**src/rtl/fetch_pkg.sv**
```systemverilog
// Shared widths, reset address and fetch-state encoding for the instruction fetch stage.
package fetch_pkg;

  localparam int INS_W_DEFAULT    = 25;
  localparam int PC_W_DEFAULT     = 20;
  localparam int RESET_PC_DEFAULT = 0;

  typedef enum logic [1:0] {
    FILL = 2'd0,
    RUN  = 2'd1,
    HOLD = 2'd2
  } fetch_state_e;

endpackage

```
**src/rtl/fetch_skid_buf.sv**
```systemverilog
// One-entry buffer that keeps the in-flight fetch word while decode is stalled.
module fetch_skid_buf
  import fetch_pkg::*;
#(
  parameter int W = INS_W_DEFAULT
) (
  input  logic         clk,
  input  logic         reset,
  input  logic         load,
  input  logic         clear,
  input  logic [W-1:0] din,
  output logic         full,
  output logic [W-1:0] data
);

  always_ff @(posedge clk or posedge reset) begin
    if (reset) begin
      full <= 1'b0;
      data <= '0;
    end else if (clear) begin
      full <= 1'b0;
    end else if (load) begin
      full <= 1'b1;
      data <= din;
    end
  end

endmodule

```
**src/rtl/instruction_fetch.sv**
```systemverilog
// PC, sequential fetch, branch redirect and IF/ID register with a skid buffer for decode stalls.
module instruction_fetch
  import fetch_pkg::*;
#(
  parameter int INS_W    = INS_W_DEFAULT,
  parameter int PC_W     = PC_W_DEFAULT,
  parameter int RESET_PC = RESET_PC_DEFAULT
) (
  input  logic             clk,
  input  logic             reset,
  output logic [PC_W-1:0]  imem_addr,
  input  logic [INS_W-1:0] imem_rdata,
  input  logic             branch,
  input  logic             zero,
  input  logic [INS_W-1:0] ext,
  input  logic [PC_W-1:0]  br_pc,
  input  logic             stall,
  output logic             id_valid,
  output logic [INS_W-1:0] id_ins,
  output logic [PC_W-1:0]  id_pc
);

  fetch_state_e     state, state_next;
  logic [PC_W-1:0]  pc;
  logic [PC_W-1:0]  f_pc;
  logic             f_valid;
  logic             taken;
  logic             advance;
  logic             skid_load;
  logic             skid_clear;
  logic             skid_full;
  logic [INS_W-1:0] skid_ins;
  logic [PC_W-1:0]  target;
  logic             unused_ext_hi;

  assign taken     = branch & zero;
  assign imem_addr = pc;

  // Offset is in words; truncating ext to PC_W keeps backward offsets correct.
  assign target        = br_pc + PC_W'(1) + ext[PC_W-1:0];
  assign unused_ext_hi = ^ext[INS_W-1:PC_W];

  always_ff @(posedge clk or posedge reset) begin
    if (reset) begin
      state <= FILL;
    end else begin
      state <= state_next;
    end
  end

  always_comb begin
    state_next = state;
    case (state)
      FILL:    state_next = (taken || stall) ? FILL : RUN;
      RUN:     state_next = taken ? FILL : (stall ? HOLD : RUN);
      HOLD:    state_next = taken ? FILL : (stall ? HOLD : RUN);
      default: state_next = FILL;
    endcase
  end

  // The word in flight is captured only on the first stall cycle; later cycles return ins[pc].
  always_comb begin
    f_valid    = (state != FILL);
    advance    = !taken && !stall;
    skid_load  = !taken && stall && (state == RUN);
    skid_clear = taken || advance;
  end

  fetch_skid_buf #(.W(INS_W)) u_skid (
    .clk   (clk),
    .reset (reset),
    .load  (skid_load),
    .clear (skid_clear),
    .din   (imem_rdata),
    .full  (skid_full),
    .data  (skid_ins)
  );

  always_ff @(posedge clk or posedge reset) begin
    if (reset) begin
      pc       <= PC_W'(RESET_PC);
      f_pc     <= '0;
      id_valid <= 1'b0;
      id_ins   <= '0;
      id_pc    <= '0;
    end else if (taken) begin
      pc       <= target;
      id_valid <= 1'b0;
    end else if (advance) begin
      id_valid <= f_valid;
      id_ins   <= skid_full ? skid_ins : imem_rdata;
      id_pc    <= f_pc;
      f_pc     <= pc;
      pc       <= pc + PC_W'(1);
    end
  end

endmodule

```
**config.mk**
```make
export PLATFORM = sky130hd
export DESIGN_NAME = instruction_fetch
export DESIGN_NICKNAME = d
export VERILOG_FILES = /design/src/rtl/fetch_pkg.sv /design/src/rtl/fetch_skid_buf.sv /design/src/rtl/instruction_fetch.sv
export SDC_FILE = /design/constraint.sdc
export NUM_CORES = 1
export LEC_CHECK = 0
export CAP_MARGIN = 20
export CORE_MARGIN = 2
export CORE_UTILIZATION = 30
export DETAILED_ROUTE_END_ITERATION = 16
export PLACE_DENSITY_LB_ADDON = 0.25
export RECOVER_POWER = 50
export SYNTH_ARGS = -nofsm -noshare
export SYNTH_HDL_FRONTEND = slang
export SYNTH_HIERARCHICAL = 1
export SYNTH_SLANG_ARGS = --single-unit
```
**constraint.sdc**
```tcl
create_clock -name clk -period 8.35 [get_ports clk]
set_input_delay 1.67 -clock clk [delete_from_list [all_inputs] [get_ports clk]]
set_output_delay 1.67 -clock clk [all_outputs]
set_load 0.02 [all_outputs]
```
After elaboration in Yosys (flattened, before gate mapping)

Index checks and enable logic that the tools add are counted.

Mux-type cells: 11
Order comparisons: 0
Multiply operators: 0
Add/sub/neg operators: 3
Divide/modulo/power cells: 0
Reduce and logical (&&, ||, !) cells: 14
Equality and inequality tests: 2
Bitwise operators: 3
Shift-type cells: 0

Operators with widths:

| operator                | number |
|---|---|
| $add A20 B1 Y20 const B | 2 |
| $mux W20                | 2 |
| $mux W25                | 1 |
| $add A20 B20 Y20        | 1 |
| $reduce_bool A2 Y1      | 3 |
| $mux W1                 | 5 |
| $mux W2                 | 2 |
| $pmux W2 S2             | 1 |
| $reduce_and A2 Y1       | 2 |
| $logic_and A1 B1 Y1     | 3 |
| $eq A2 B1 Y1 const B    | 1 |
| $eq A2 B2 Y1 const B    | 1 |
| $logic_not A1 Y1        | 2 |
| $logic_not A2 Y1        | 1 |
| $logic_or A1 B1 Y1      | 2 |
| $not A1 Y1              | 2 |
| $reduce_or A2 Y1        | 1 |
| $and A1 B1 Y1           | 1 |

Word-level logic and storage cells: 41
Bits in read-only memories: 0
Register bits after elaboration: 114
Latch bits: 0
Bits in writable memories: 0
Input port bits: 75
Memories kept: 0
Output and inout bits: 66

Depth between registers and ports, before layout

Gate-level depths: netlist of the first run.

Depth in word-level cells: 6
Gate-level depth with buffers: 9
Gate-level depth less buffers: 9

Modules after synthesis

Netlist of the first run, hierarchy kept.

By module, submodules not included:

| module            | seq. area each (µm²) | instances | area each (µm²) | cells each |
|---|---|---|---|---|
| instruction_fetch | 2202.1               | 1         | 4898.4          | 481 |
| fetch_skid_buf    | 650.6                | 1         | 1083.5          | 58 |

Least setup slack after synthesis of the first run

No wires, ideal clock.

Path kind: input -> register
Start point: input ext[0]
End point: register pc[16], in the netlist imem_addr[16]
Data arrival time: 3.530 ns
Data required time: 8.256 ns
Path buffers: 0
Stages on the path: 9
Setup slack: 4.726 ns
Setup time: 0.094 ns
Cell sequence: inv_1 ha_1 fa_1 and2b_1 o2111ai_1 a21bo_1 and3b_1 o311a_1 a211oi_1

Longest elaborated chain between the ends: 2

RTL lines:

| what                 | line                    | text |
|---|---|---|
| from (decl)          | instruction_fetch.sv:15 | `input logic [INS_W-1:0] ext,` |
| $add A20 B20 Y20     | instruction_fetch.sv:40 | `assign target = br_pc + PC_W'(1) + ext[PC_W-1:0];` |
| $mux W20             | instruction_fetch.sv:86 | `end else if (taken) begin` |
| to (signal assigned) | instruction_fetch.sv:81 | `pc <= PC_W'(RESET_PC);` |
| to (signal assigned) | instruction_fetch.sv:87 | `pc <= target;` |
| to (signal assigned) | instruction_fetch.sv:94 | `pc <= pc + PC_W'(1);` |
| to (decl)            | instruction_fetch.sv:24 | `logic [PC_W-1:0] pc;` |

Every way passes these cells.
A chain may end at the register's enable or synchronous reset.

Worst setup path in the final report of the first run

Start point: input stall
End point: register id_pc[12]

Longest elaborated chain between the ends: 3

RTL lines:

| what                               | line                    | text |
|---|---|---|
| from (decl)                        | instruction_fetch.sv:17 | `input logic stall,` |
| $logic_not A1 Y1                   | instruction_fetch.sv:64 | `advance = !taken && !stall;` |
| $logic_and A1 B1 Y1                | instruction_fetch.sv:64 |  |
| $reduce_and A2 Y1 (no source line) | --                      |  |
| to (signal assigned)               | instruction_fetch.sv:92 | `id_pc <= f_pc;` |
| to (decl)                          | instruction_fetch.sv:20 | `output logic [PC_W-1:0] id_pc` |

Every way passes these cells.

==> results.toml, run 1 <==
[logic_synthesis]
synth_area_leaders = "dfrtp_1 (48%), mux2_2 (8.7%), mux2_4 (5.0%), ha_1 (4.8%), mux2i_1 (4.2%)"
syn_area_per_cell_um2 = 11.1
yosys_warnings = 6
synth_nets = 638
yosysTopAreaCell = "dfrtp_1"
async_flop_share = 1.00
synth_top_area_frac = 0.477
synth-main-ff-cell = "dfrtp_1"
syn_area_um2 = 5980
synthCells = 539
synth_edf_count = 0
synth-seq-cells = 114
seq_area_frac_synth = 0.477
synth.distinct_cells = 59

[setup_path]
worstPathArrival_ps = 4250
reg2reg_depth = 5
regToRegSetupSlack_ps = 6140
critical_path_required_ps = 8640
regToRegEndpoint = "u_skid/data[5]"
end_kind = "register"
start_kind = "input port"
critical_path.max_fanout = 64
rr_startpoint = "state[1]"
crit_type = "in2reg"

[die]
io_pins = 141
die_area_um2 = 21100
start_util = 0.306
rows = 51
die_w_um = 145
coreArea_um2 = 19500
die_h_um = 145

[timing]
grt_setup_unrepaired = "false"
min_period_over_period = 0.474
max_freq_ghz = 0.252
fin_crit_ps = 3960
worst_pin_slew_ps = 1290
setup_violations = 0
final.setup_skew_ps = 7.73
final-hold-violation-count = 0
fin_setup_tns_ps = 0
relSlewSlack = 0.142
slew_viol_final = 0

[pwr]
power_frac_clock = 0.351
netSwitchingPower_uw = 674
pwr-share-seq = 0.365
power_density_nw_per_um2 = 278
irDropWorstVdd_v = 0.000124
p_sw_frac = 0.294
p_leak_nw = 3.34
power_frac_comb = 0.284
intPower_mw = 1.62

[route]
drc_errors = 0
first_pass_iters = 4
avgViaCountPerCell = 4.78
routed_wl_um = 14900
ant_nets = 0
wire_per_inst_um = 15.6
drtIter0Drc = 203
route.vias.total = 4551

[placed_design]
placedInstanceArea_um2 = 7600
port_buffers = 135
place.gp.congestion = 0.821
dp_hpwl_um = 10600

[clock_network]
cts_setup_buffers = 0
cts.path.max_buffers = 2
hold_buffers = 0
cts_resized = 0
cts_sinks = 114
clk_pin_slew_worst_paths_ps = 50
clock_latency_ps = 410
clockRootBuffer = "clkbuf_16"
htreeDepth = 4
numCtsBuffers = 17
tritoncts = "yes"

[cells_and_area]
fillers = 1883
antenna_cells = 0
stdcell_area_um2 = 8240
drive_above_1_share = 0.166
multi_input_area_um2 = 2950
ff_latch_area_um2 = 2850
area_delta_synth_final_pct = 37.7
fin_nets = 774

[status]
outcome = "finished, final reports clean"

[global_routing]
use_met2 = 0.243
grt_use_met1 = 0.184
grt_overflow = 0
use_met3 = 0.0393
grt_busiest_layer = "met2"
grt_pass1_vias = 4765
grt_pass1_wl_um = 24800
grt_max_degree = 68
track_usage = 0.147
antenna_found_initial = 0

[min_path]
min-delay-path-class = "reg2reg"
min_delay_path_depth = 2
hold_end = "u_skid/full"
hp-start = "u_skid/full"

[job]
drv_cap = 0
cells in the final DEF (no fill, tap or decap), types with 3 or more instances in the layout:
cell type,instances
clkinvlp_4,4
a211oi_1,7
clkdlybuf4s50_1,108
bufinv_16,5
nor2b_1,3
xor2_1,11
nand3_1,12
and4_1,3
and3_1,5
nand4_1,7
nor2_1,51
a21oi_1,43
mux2_2,46
nor4_1,4
o21a_1,3
o21ai_0,20
dlygate4sd3_1,27
nor3_1,8
clkbuf_16,17
buf_4,5
ha_1,23
xnor2_1,15
inv_1,12
mux2i_1,25
mux2_4,20
a31o_2,3
a31oi_1,4
dfrtp_1,114
nor3b_1,3
or3_1,3
nand2_1,31
power by group through the flow:
stage	sequential (mW)	combinational [mW]	clock, mW
2_1_floorplan	0.916	0.300	0
3_3_place_gp	0.840	0.650	0
3_5_place_dp	0.850	0.665	0
4_1_cts	0.841	0.669	0.826
5_1_grt	0.861	0.702	0.856
6_report	0.837	0.650	0.803
worst max-delay path: stages:
cell and delay, ps:
dlygate4sd3_1 770, nor2_4 650, buf_4 670, mux2_2 420
cell families after synthesis:
group,count (synthesis),share of synthesized area
and+or+nand+nor,145,0.120
DFF,114,0.477
AOI/OAI and AO/OA,102,0.104
muxes,91,0.179
buffers and inverters,37,0.0310
xor gates and xnor gates,26,0.0381
adders and majority gates,24,0.0515
sequential cells by signal, summed over array words and instances, names as in the netlist:
| signal | count |
|---|---|
| f_pc | 20 |
| imem_addr | 20 |
| id_ins | 25 |
| state | 2 |
| u_skid/full | 1 |
| u_skid/data | 25 |
| id_valid | 1 |
| id_pc | 20 |
metrics by stage:
| step | utilization | total power [mW] | hold slack, ps | setup WS [ps] | instances |
|---|---|---|---|---|---|
| after floorplan | - | 1.22 | 458 | 4400 | 539 |
| after detailed placement | 0.389 | 1.51 | 482 | 3940 | 921 |
| after global routing | 0.422 | 2.42 | 513 | 4220 | 953 |
| after global placement | 0.388 | 1.49 | 480 | 4010 | 920 |
| final | 0.422 | 2.29 | 491 | 4390 | 953 |
| after CTS | 0.423 | 2.34 | 496 | 4370 | 953 |
Yosys cell counts (all sizes together) (4+ instances only):
| cell | number |
|---|---|
| xnor2 | 15 |
| dfrtp | 114 |
| and3 | 6 |
| nor4 | 4 |
| mux2i | 25 |
| nor3 | 8 |
| ha | 23 |
| a31oi | 4 |
| nor2b | 4 |
| nand3 | 13 |
| xor2 | 11 |
| nand2 | 31 |
| inv | 13 |
| o21ai | 21 |
| a211oi | 7 |
| a21oi | 43 |
| buf | 11 |
| clkbuf | 13 |
| mux2 | 66 |
| nand4 | 7 |
| nor2 | 52 |
routing by layer:
layer	routed length (um)	part of all wire
met3	773	0.052
met1	6710	0.45
met5	0	0
met4	251	0.017
met2	7150	0.48
how the worst max path moves through the flow:
stage / start / end / slack (ps) / depth (start not counted)
final: stall / id_pc[12] / 4390 / 4
after global routing: stall / id_pc[15] / 4220 / 4
after CTS: stall / id_pc[12] / 4370 / 4
after detailed placement: stall / id_pc[12] / 3940 / 4
after global placement: branch / id_pc[17] / 4010 / 6
after floorplan: reset / f_pc[0] / 4400 / 1
cell type report:
cell class / count / area share
Inverter: 13 / 0.00607
Clock inverter: 13 / 0.0252
Multi-Input combinational cell: 388 / 0.358
Sequential cell: 114 / 0.346
Tap cell: 265 / 0.0402
Timing Repair Buffer: 141 / 0.169
Clock buffer: 19 / 0.0550
No activity file was read; power rests on OpenSTA's default activity.
==> inputs of run 2 (changes only) <==
clock period = 3.7 ns   (was 8.35 ns; I/O delays follow)
==> run 2 against run 1 <==
Compared with the run above:
- the flow now finishes with violations (capacitance limit, slew limit)
- count of clock-buffer cells in the layout stayed put
- flip-flop and latch count unchanged
- first-iteration DRC count is 6.4% lower
- core utilization grew 0.058 points
- critical endpoint is now id_pc[3]
- total power grew 120%
- critical path depth up 1
- sequential power up 130%
- wire length down 1.7%
- combinational power is 130% higher
- die area stayed put
- via count fell by 0.62%
==> results.toml, run 2 (synthesis gave the netlist of run 1 again) <==
[status]
violations = "capacitance limit, slew limit"
outcome = "complete, but fails checks"

[setup_path]
critical_path.max_fanout = 18
end_kind = "register"
worstPathArrival_ps = 3480
crit_type = "in2reg"
start_kind = "input port"
path_buf_inv = 2
critical-path-slowest-cell = "nor2_1"
critical_path_required_ps = 4000
max_stage_delay_ps = 1200
path_delay_family = "simple AND/OR/NAND/NOR gates"
path_cells = "dlygate4sd3_1 -> and2_0 -> nor2_1 -> buf_4 -> mux2_2"

[timing]
fin_setup_tns_ps = 0
grt_setup_unrepaired = "false"
relSlewSlack = -0.244
final-hold-violation-count = 0
min_period_over_period = 0.860
setup_violations = 0
max_freq_ghz = 0.314
worst_pin_slew_ps = 1860
final.setup_skew_ps = 6.11
fin_crit_ps = 3180
slew_viol_final = 57

[route]
ant_nets = 0
avgViaCountPerCell = 4.73
wire_per_inst_um = 15.3
route.vias.total = 4523
first_pass_iters = 4
drtIter0Drc = 190
routed_wl_um = 14600
drc_errors = 0

[cells_and_area]
fin_nets = 778
final_common_cell = "clkdlybuf4s50_1"
fillers = 1857
stdcell_area_um2 = 8250
multi_input_area_um2 = 2940
drive_above_1_share = 0.166
final_cell_mix = "clkdlybuf4s50_1 (125), dfrtp_1 (114), nor2_1 (52)"
top_regs = "id_ins x25, u_skid/data x25"
area_delta_synth_final_pct = 37.9
antenna_cells = 0
ff_latch_area_um2 = 2850
final_cells = 957

[pwr]
power_density_nw_per_um2 = 610
irDropWorstVdd_v = 0.000258
p_total_mw = 5.03
p_leak_nw = 3.34

[clock_network]
htreeDepth = 4
cts_resized = 0
numCtsBuffers = 17
clk_pin_slew_worst_paths_ps = 60
cts_sinks = 114
hold_buffers = 0
cts.path.max_buffers = 2
tritoncts = "yes"
cts_setup_buffers = 0
clock_latency_ps = 410
clockRootBuffer = "clkbuf_16"

[die]
die_w_um = 145
rows = 51
io_pins = 141
start_util = 0.306
coreArea_um2 = 19500
die_area_um2 = 21100
die_h_um = 145

[global_routing]
grt_overflow = 0
grt_max_degree = 51
track_usage = 0.141
grt_pass1_vias = 4673
antenna_found_initial = 0
grt_pass1_wl_um = 24000

[placed_design]
placedInstanceArea_um2 = 7650
port_buffers = 135
dp_cells = 924
dp_hpwl_um = 10800
place.gp.congestion = 0.817

[min_path]
min-delay-path-class = "reg2reg"

[job]
drv_cap = 2
-- run 2: path summary, 6_finish.rpt --
check / cells past startpoint / endpoint / startpoint / slack (ps)
setup / recovery: 5 / id_pc[3] / branch / 520
hold / removal: 1 / id_pc[12] / id_pc[12] / 500
setup reg to reg: 6 / u_skid/data[11] / state[1] / 1690
hold reg to reg: 1 / id_pc[12] / id_pc[12] / 500
max in group asynchronous: 3 / imem_addr[15] / reset / 1460
min in group asynchronous: 2 / u_skid/data[6] / reset / 780
-- run 2: metrics by stage --
step | utilization | setup WS, ps | hold WS, ps
global route | 0.423 | 332 | 519
detailed placement | 0.392 | 320 | 493
finish | 0.423 | 518 | 500
global placement | 0.392 | 335 | 484
floorplan | - | 681 | 458
CTS | 0.423 | 756 | 508
-- run 2: metal layers --
layer,share of wire,track usage,up-vias,wire (um)
li1,-,-,2219,-
met4,0.013,0.0520,0,196
met5,0,0,-,0
met2,0.48,0.236,130,6990
met1,0.46,0.176,2156,6740
met3,0.048,0.0352,18,700
-- run 2: layout make-up --
class | instances | area share
clock inverters | 13 | 0.0194
multi-input cells | 388 | 0.357
flip-flops and latches | 114 | 0.346
inverters | 13 | 0.00607
well taps | 265 | 0.0402
clock buffers | 19 | 0.0537
repair buffers | 145 | 0.178
-- run 2: power breakdown --
group | internal, mW | total, mW | leakage (nW) | switching (mW)
logic | 0.820 | 1.48 | 1.73 | 0.663
clock network | 1.07 | 1.65 | 0.281 | 0.575
registers | 1.63 | 1.90 | 1.33 | 0.273
